$ cat src/rtl/rx_header_decoder.sv
// rx_header_decoder: receive-side FEC-1/3 packet header decoder.
// Takes 54 hard-decision bits (18 tripled bits) after the access-code trailer.
// Each triplet is majority-voted, dewhitened, run through the HEC divider and
// captured into the LT_ADDR/TYPE/FLOW/ARQN/SEQN shadow fields. At the end of
// the header the fields are committed only if the HEC remainder is zero.
// Optional feature: define RXHDR_FEC_STAT_EN to build the per-header count of
// triplets that needed correction (fec_corr_cnt). Without it the output is 0.
module rx_header_decoder #(
    parameter logic [7:0] HEC_POLY = 8'hA7,  // D^8+D^7+D^5+D^2+D+1, low 8 bits
    parameter logic [6:0] WHT_POLY = 7'h11,  // x^7+x^4+1 feedback taps
    parameter int         NBITS    = 18      // 10 header bits + 8 HEC bits
) (
    input  logic       clk_6M,
    input  logic       rst,
    input  logic       p_1us,
    input  logic       hdr_start_p,
    input  logic       abort,
    input  logic       rxbit,
    input  logic       dewhiten_en,
    input  logic [5:0] clk_seed,
    input  logic [7:0] uap,
    output logic       busy,
    output logic [2:0] dec_lt_addr,
    output logic [3:0] dec_pk_type,
    output logic       dec_flow,
    output logic       dec_arqn,
    output logic       dec_seqn,
    output logic       hec_ok,
    output logic       hdr_done_p,
    output logic       hec_err_p,
    output logic [4:0] fec_corr_cnt
);

    typedef enum logic [1:0] {
        S_IDLE = 2'd0,
        S_HDR  = 2'd1,
        S_HEC  = 2'd2,
        S_DONE = 2'd3
    } state_t;

    // Index of the last header-field bit and of the last HEC bit.
    localparam logic [4:0] HDR_LAST = 5'd9;
    localparam logic [4:0] HEC_LAST = 5'(NBITS - 1);

    state_t     state;
    state_t     state_nxt;

    // Event qualifiers
    logic       start_ev;    // accepted header start (abort has priority)
    logic       strobe_ev;   // data-carrying bit strobe while receiving
    logic       third_ev;    // strobe that completes a triplet

    // Triplet collection
    logic [1:0] trip_cnt;
    logic       samp0;
    logic       samp1;
    logic       maj;
    logic       bit_vld;     // decoded bit waiting to be processed
    logic       bit_maj;     // registered majority decision

    // Per-bit decode path
    logic [4:0] bit_idx;
    logic [6:0] wreg;        // whitening LFSR, stage 6 is the output
    logic [7:0] hreg;        // HEC divider remainder
    logic       wht_en;      // dewhiten_en captured at start
    logic       d_bit;       // dewhitened decoded bit
    logic       hec_fb;
    logic [9:0] shadow;      // header bits 0..9, LSB first

    assign busy      = (state == S_HDR) || (state == S_HEC);
    assign start_ev  = hdr_start_p & p_1us & ~abort;
    assign strobe_ev = p_1us & busy & ~abort & ~hdr_start_p;
    assign third_ev  = strobe_ev & (trip_cnt == 2'd2);

    // Majority of the two latched samples and the live third sample.
    assign maj    = (samp0 & samp1) | (samp0 & rxbit) | (samp1 & rxbit);
    assign d_bit  = bit_maj ^ (wht_en & wreg[6]);
    assign hec_fb = hreg[7] ^ d_bit;

    // State register.
    always_ff @(posedge clk_6M or posedge rst) begin
        if (rst) begin
            state <= S_IDLE;
        end else begin
            state <= state_nxt;
        end
    end

    // Next-state logic: abort beats start, start beats normal sequencing.
    always_comb begin
        // NOTE: default assigned first so every path drives state_nxt (no latch).
        state_nxt = state;
        if (abort) begin
            state_nxt = S_IDLE;
        end else if (start_ev) begin
            state_nxt = S_HDR;
        end else begin
            case (state)
                S_HDR: begin
                    if (bit_vld && (bit_idx == HDR_LAST)) begin
                        state_nxt = S_HEC;
                    end
                end
                S_HEC: begin
                    if (bit_vld && (bit_idx == HEC_LAST)) begin
                        state_nxt = S_DONE;
                    end
                end
                S_DONE: begin
                    state_nxt = S_IDLE;
                end
                default: begin
                    state_nxt = state;
                end
            endcase
        end
    end

    // Collect three samples per bit and register the majority decision.
    always_ff @(posedge clk_6M or posedge rst) begin
        if (rst) begin
            trip_cnt <= 2'd0;
            samp0    <= 1'b0;
            samp1    <= 1'b0;
            bit_vld  <= 1'b0;
            bit_maj  <= 1'b0;
        end else begin
            // NOTE: non-blocking everywhere in clocked blocks; later reads in this
            // block see the pre-edge values, which is what the pipeline relies on.
            bit_vld <= 1'b0;
            if (abort || start_ev) begin
                trip_cnt <= 2'd0;
            end else if (strobe_ev) begin
                case (trip_cnt)
                    2'd0: begin
                        samp0    <= rxbit;
                        trip_cnt <= 2'd1;
                    end
                    2'd1: begin
                        samp1    <= rxbit;
                        trip_cnt <= 2'd2;
                    end
                    default: begin
                        bit_maj  <= maj;
                        bit_vld  <= 1'b1;
                        trip_cnt <= 2'd0;
                    end
                endcase
            end
        end
    end

    // Dewhiten, divide and capture each decoded bit; reload on header start.
    always_ff @(posedge clk_6M or posedge rst) begin
        if (rst) begin
            wreg    <= 7'h00;
            hreg    <= 8'h00;
            wht_en  <= 1'b0;
            bit_idx <= 5'd0;
            shadow  <= 10'd0;
        end else if (start_ev) begin
            wreg    <= {clk_seed, 1'b1};
            hreg    <= uap;
            wht_en  <= dewhiten_en;
            bit_idx <= 5'd0;
            shadow  <= 10'd0;
        end else if (bit_vld && busy && !abort) begin
            // Whitening keeps running through the HEC bits as well.
            wreg <= {wreg[5:0], 1'b0} ^ (wreg[6] ? WHT_POLY : 7'h00);
            // HEC is received MSB first, so a clean header leaves a zero remainder.
            hreg <= {hreg[6:0], 1'b0} ^ (hec_fb ? HEC_POLY : 8'h00);
            if (bit_idx <= HDR_LAST) begin
                shadow[bit_idx[3:0]] <= d_bit;
            end
            bit_idx <= bit_idx + 5'd1;
        end
    end

    // Commit fields and pulse the verdict in the single DONE cycle.
    always_ff @(posedge clk_6M or posedge rst) begin
        if (rst) begin
            dec_lt_addr <= 3'd0;
            dec_pk_type <= 4'd0;
            dec_flow    <= 1'b0;
            dec_arqn    <= 1'b0;
            dec_seqn    <= 1'b0;
            hec_ok      <= 1'b0;
            hdr_done_p  <= 1'b0;
            hec_err_p   <= 1'b0;
        end else begin
            hdr_done_p <= 1'b0;
            hec_err_p  <= 1'b0;
            if ((state == S_DONE) && !abort) begin
                hec_ok <= (hreg == 8'h00);
                if (hreg == 8'h00) begin
                    dec_lt_addr <= shadow[2:0];
                    dec_pk_type <= shadow[6:3];
                    dec_flow    <= shadow[7];
                    dec_arqn    <= shadow[8];
                    dec_seqn    <= shadow[9];
                    hdr_done_p  <= 1'b1;
                end else begin
                    // Bad HEC: previous committed fields stay valid.
                    hec_err_p <= 1'b1;
                end
            end
        end
    end

`ifdef RXHDR_FEC_STAT_EN
    logic       trip_mixed;  // the three samples of a triplet disagree
    logic [4:0] corr_cnt;

    assign trip_mixed = ~((samp0 == samp1) && (samp1 == rxbit));

    // Count corrected triplets, saturating at one per decoded bit.
    always_ff @(posedge clk_6M or posedge rst) begin
        if (rst) begin
            corr_cnt <= 5'd0;
        end else if (start_ev) begin
            corr_cnt <= 5'd0;
        end else if (third_ev && trip_mixed && (corr_cnt != 5'(NBITS))) begin
            corr_cnt <= corr_cnt + 5'd1;
        end
    end

    assign fec_corr_cnt = corr_cnt;
`else
    assign fec_corr_cnt = 5'd0;
`endif

endmodule

$ cat config.mk
export PLATFORM = sky130hd
export DESIGN_NAME = rx_header_decoder
export DESIGN_NICKNAME = d
export VERILOG_FILES = /design/src/rtl/rx_header_decoder.sv
export SDC_FILE = /design/constraint.sdc
export NUM_CORES = 1
export LEC_CHECK = 0
export ABC_AREA = 0
export ABC_CLOCK_PERIOD_IN_PS = 2800
export BUFFER_PORTS_ARGS = -buffer_cell sky130_fd_sc_hd__buf_2
export CORE_UTILIZATION = 56
export DETAILED_ROUTE_END_ITERATION = 10
export PLACE_DENSITY = 0.79
export SLEW_MARGIN = 20
export SYNTH_ARGS = -nofsm -noshare
export SYNTH_HDL_FRONTEND = slang
export SYNTH_SLANG_ARGS = --single-unit
export TNS_END_PERCENT = 20
$ cat constraint.sdc
create_clock -name clk_6M -period 2.8 [get_ports clk_6M]
set_clock_uncertainty 0.15 [all_clocks]
set_input_delay 0.14 -clock clk_6M [delete_from_list [all_inputs] [get_ports clk_6M]]
set_output_delay 0.14 -clock clk_6M [all_outputs]
set_load 0.01 [all_outputs]
-- After elaboration in Yosys (flattened, before gate mapping)
Cells that the tools add are included.
Widths: inputs -> output; s select.
- register bits after elaboration: 52
- input port bits: 21
- output and inout bits: 19
- logic and storage cells: 101
- $add $sub $neg: 1
- $lt $le $gt $ge: 3
- equality and inequality tests: 8
- muxes and demuxes: 29
- bitwise logic cells: 19
- reduce and logical (&&, ||, !) cells: 22
- operators with widths (kind ; count):
    $mux 10 ; 3
    $mux 8 ; 3
    $mux 5 ; 3
    $mux 7 ; 2
    $mux 2 ; 6
    $reduce_and 3->1 ; 4
    $bwmux 10 ; 1
    $and 1x1->1 ; 9
    $logic_not 8->1 ; 1
    $mux 1 ; 8
    $ne 4x3->1 const B ; 2
    $xor 8x8->8 ; 1
    $xor 7x5->7 ; 1
    $logic_and 1x1->1 ; 6
    $pmux 2 s3 ; 1
    $reduce_bool 2->1 ; 3
    $add 5x1->5 const B ; 1
    $eq 5x4->1 const B ; 1
    $eq 5x5->1 const B ; 1
    $le 5x4->1 const B ; 1
    $lt 4x5->1 const B ; 1
    $reduce_bool 5->1 ; 1
    $demux 1 s4 ; 1
    $eq 2x1->1 const B ; 2
    other kinds (11) ; 19

-- Logic depth before layout (Yosys ltp)
- depth in word-level cells: 8
- gate-level depth with buffers: 8
- mapped depth without buffers: 6

-- Worst setup path after synthesis
Ideal clock, no wire load.
- path type: flip-flop to flip-flop
- start point: register state[0]
- end point: register samp0
- library setup time: 0.125 ns
- arrival: 1.988 ns
- required time: 2.525 ns
- setup slack: 0.537 ns
- cell stages (with the launch flop): 6
- path buffers: 0
- period minus slack after synthesis: 2.263 ns
- cell sequence: dfrtp_1 -> inv_1 -> ha_1 -> or4b_2 -> nor3_1 -> mux2_2
- word-level cells in the longest chain between the ends: 6
- elaborated cells between the ends (all ways): 7
- classes of those cells: eq/ne (2); bitwise (3); reduce/logical (2)
- RTL lines (what ; line ; RTL):
    start: declaration ; 45 ; state_t state;
    start signal: assignment ; 85 ; state <= state_nxt;
    $eq 2x1->1 or $eq 2x2->1 (tied branches) ; 70 ; assign busy = (state == S_HDR) || (state == S_HEC);
    $logic_or 1x1->1 (*) ; 70 ;
    $and 1x1->1 (*) (3 in series) ; 72 ; assign strobe_ev = p_1us & busy & ~abort & ~hdr_start_p;
    $reduce_and 3->1 (no line) (*) ; - ;
    end signal: assignment ; 136 ; samp0 <= rxbit;
    end: declaration ; 55 ; logic samp0;
Mark *: on every way between the ends. The rest lies on a longest branch, timed or not.
A chain may end at the register's enable or synchronous reset.

-- Final worst setup path
Ends and elaborated chain as after synthesis.

==> flow_summary.rst <==
.. list-table::
   :header-rows: 1

   * - Metric
     - Value
   * - Proportion of synthesized chip area in sequential cells
     - 50.7%
   * - CP Class
     - flip-flop to flip-flop
   * - Final wirelength
     - 4930 µm
   * - Root buffer selected by CTS
     - sky130_fd_sc_hd__clkbuf_8
   * - Floorplan die height
     - 69.7 µm
   * - Synthesis-to-layout area growth
     - 19.2%
   * - Final critical-path required period
     - 2.40 ns
   * - Worst min-delay path endpoint
     - state[1]$_DFFE_PP0P_
   * - FFs w/ async S/R, synth
     - 100%
   * - Startpoint of the most critical hold path
     - p_1us
   * - Area of the die
     - 0.00485 mm²
   * - Clock transition at the registers of the reported paths
     - 0.09 ns
   * - Result of the run
     - finished, final reports clean
   * - Max cap viols
     - 0
   * - Total grt overflow
     - 0
   * - Largest fanout on the critical path
     - 6
   * - Via count of the routed design
     - 1849
   * - Final core utilization
     - 69.7%
   * - Sort of element at the start of the critical path
     - flip-flop
   * - Per-cell routed wire length
     - 14.9 µm
   * - Worst reg2reg path endpoint
     - samp0$_DFFE_PP0P_
   * - Fmax
     - 417 MHz
   * - Final Net Count
     - 308
   * - Number of routed nets with antenna violations
     - 0
   * - Fraction of final layout cells with drive strength greater than 1
     - 23.2%
   * - Setup slack of the worst register-to-register path
     - 0.40 ns
   * - Via/cell ratio
     - 5.57
   * - Gp weighted congestion
     - 0.778
   * - Area inside the core boundary
     - 0.00438 mm²
   * - Number of antenna violations at the first check in global routing
     - 0
   * - Final hold violations
     - 0
   * - Yosys warning count
     - 0
   * - Slew Limit Headroom
     - 41.8%
   * - Postcts setup bufs
     - 0
   * - Initial Util
     - 58.5%
   * - Mean Syn Cell Area
     - 11.3 µm²
   * - Longest Clk Path Bufs
     - 2
   * - Count of unique library cells instantiated by Yosys
     - 47
   * - Global-route wire length before repair
     - 8580 µm
   * - Diode insertion count for antenna repair
     - 0
   * - Total power of the final layout
     - 1.56 mW
   * - Drt pass-1 iters
     - 4
   * - Largest net degree at the start of global routing
     - 53
   * - Start of the worst register-to-register path
     - state[0]$_DFFE_PP0P_
   * - Cell area after technology mapping
     - 0.00256 mm²
   * - Maximum resistive drop on vdd
     - 0.000331 V
   * - Number of synthesized register bits
     - 52
   * - Clock sink total
     - 52
   * - Cells on Worst Hold Path
     - 4
   * - # DRC
     - 0
   * - Ports
     - 40
   * - Worst skew pair latency
     - 0.31 ns
   * - Number of synthesized flops with an enable pin
     - 0
   * - Class of the worst hold path
     - input port to flip-flop
   * - Post-route clock period utilization
     - 85.7%
   * - Leak
     - 1.58 nW
   * - Total power divided by cell area
     - 512 mW/mm²
   * - Top FF cell, synth
     - sky130_fd_sc_hd__dfrtp_1
   * - Number of max-slew violations in the final report
     - 0
   * - Clock tree from TritonCTS
     - built
   * - Via count of the first global-routing pass
     - 1865
   * - Count of cells along the worst register-to-register path
     - 5
   * - Final total negative setup slack
     - 0 ns
   * - Number of placement rows
     - 24
   * - Die width
     - 69.7 µm
   * - Number of H-tree branching levels
     - 2
   * - Starting DRT DRC Count
     - 100
   * - Setup repair after global routing missed its margin
     - no
   * - Worst setup EP type
     - flip-flop
   * - Post-synthesis instance total
     - 226
   * - Transition at the pin with the smallest max-transition slack
     - 0.872 ns
   * - Port Buffer Count
     - 34
   * - Required @ worst endpoint
     - 2.85 ns
   * - Total setup violations reported at the end of the flow
     - 0
   * - DPL Wire Length
     - 3170 µm
   * - Clock buffer count from CTS
     - 5
   * - Hold Slack
     - 0.0348 ns
   * - Data arrival time at the worst-slack endpoint
     - 2.45 ns
   * - GRT Util Overall
     - 22.3%
-- cell type report --
type,instances,area (µm²)
repair buffers,56,380
clock inverters,3,42.5
multi-input cells,151,1150
fillers,330,1330
clock buffers,5,68.8
well taps,52,65.1
flip-flops and latches,52,1300
inverters,13,50.0
-- metal layers --
metal / routed length (µm) / up-vias / global-route usage [%] / part of all wire, %
met5: 0 / - / 0 / 0
met4: 120 / 0 / 9.56 / 2.4
met3: 155 / 13 / 4.51 / 3.1
met2: 2410 / 47 / 35.4 / 49
met1: 2240 / 903 / 29.8 / 45
li1: - / 886 / - / -
-- through the flow --
step,setup slack [ns],instance area (µm²),instances
floorplan,0.537,2580,230
global placement,0.498,2760,306
detailed placement,0.418,2760,306
CTS,0.401,3060,332
global route,0.332,3060,332
finish,0.400,3060,332
-- logic make-up after synthesis --
| family | after synthesis | synth area share [%] |
|---|---|---|
| AOI/OAI and AO/OA | 33 | 8.83 |
| xor gates and xnor gates | 10 | 4.00 |
| adders and majority gates | 9 | 4.29 |
| buffers and inverters | 27 | 5.07 |
| DFF | 52 | 50.7 |
| muxes | 29 | 13.2 |
| other | 1 | 0.146 |
| and+or+nand+nor | 65 | 13.8 |
-- layout by cell type (no fill, tap or decap), drive strengths merged, types with 5 or more instances in the layout --
| master | instances |
|---|---|
| dlygate4sd3 | 18 |
| dfrtp | 52 |
| inv | 12 |
| nor2 | 24 |
| nand3 | 5 |
| mux2i | 15 |
| o21ai | 12 |
| clkbuf | 5 |
| a22oi | 6 |
| xor2 | 7 |
| conb | 5 |
| ha | 8 |
| nand4b | 5 |
| nand2 | 13 |
| mux2 | 14 |
| buf | 38 |
-- how the worst max path moves through the flow --
stage                              to  slack [ns]                 start
floorplan           samp0$_DFFE_PP0P_        0.54  state[0]$_DFFE_PP0P_
global placement    samp0$_DFFE_PP0P_        0.50  state[0]$_DFFE_PP0P_
detailed placement  samp0$_DFFE_PP0P_        0.42  state[0]$_DFFE_PP0P_
CTS                 samp0$_DFFE_PP0P_        0.40  state[0]$_DFFE_PP0P_
global route        samp0$_DFFE_PP0P_        0.33  state[0]$_DFFE_PP0P_
finish              samp0$_DFFE_PP0P_        0.40  state[0]$_DFFE_PP0P_
-- critical path: stages, from the launching register on --
cell                      delay (ns)
sky130_fd_sc_hd__dfrtp_1        0.43
sky130_fd_sc_hd__inv_1          0.06
sky130_fd_sc_hd__ha_1           0.37
sky130_fd_sc_hd__or4b_2         0.74
sky130_fd_sc_hd__nor3_1         0.19
sky130_fd_sc_hd__mux2_2         0.35
-- registers in the layout, summed over array words and instances (netlist names), 2 cells and up --
signal       count
dec_lt_addr      3
shadow          10
state            2
bit_idx          5
wreg             7
trip_cnt         2
hreg             8
dec_pk_type      4
-- Yosys cell counts (3+ instances only) --
| cell type | n | share of area (%) |
|---|---|---|
| sky130_fd_sc_hd__nor2_1 | 24 | 3.5 |
| sky130_fd_sc_hd__o21ai_0 | 12 | 2.3 |
| sky130_fd_sc_hd__nand4b_1 | 5 | 1.7 |
| sky130_fd_sc_hd__clkbuf_1 | 6 | 0.88 |
| sky130_fd_sc_hd__xor2_1 | 7 | 2.4 |
| sky130_fd_sc_hd__mux2_4 | 8 | 4.7 |
| sky130_fd_sc_hd__a222oi_1 | 3 | 1.2 |
| sky130_fd_sc_hd__nand3_1 | 5 | 0.98 |
| sky130_fd_sc_hd__a21oi_1 | 3 | 0.59 |
| sky130_fd_sc_hd__mux2_2 | 6 | 2.6 |
| sky130_fd_sc_hd__a22oi_1 | 6 | 1.8 |
| sky130_fd_sc_hd__buf_4 | 5 | 1.5 |
| sky130_fd_sc_hd__dfrtp_1 | 52 | 51 |
| sky130_fd_sc_hd__nand2_1 | 13 | 1.9 |
| sky130_fd_sc_hd__mux2i_1 | 15 | 5.9 |
| sky130_fd_sc_hd__ha_1 | 8 | 3.9 |
| sky130_fd_sc_hd__inv_1 | 13 | 1.9 |
-- timing repair --
item / 4_1_cts / 5_1_grt
hold endpoints to repair: 72 / 0
endpoints found under the setup margin: 0 / 0
hold buffers: 18 / 0
resized for setup: 0 / 0
-- where the power goes --
| part | switching (mW) | internal, mW | total, mW |
|---|---|---|---|
| Sequential | 0.0382 | 0.799 | 0.837 |
| Clock | 0.245 | 0.265 | 0.510 |
| Combinational | 0.113 | 0.105 | 0.218 |
| Total | 0.396 | 1.17 | 1.56 |
No activity file was read; power rests on OpenSTA's default activity.
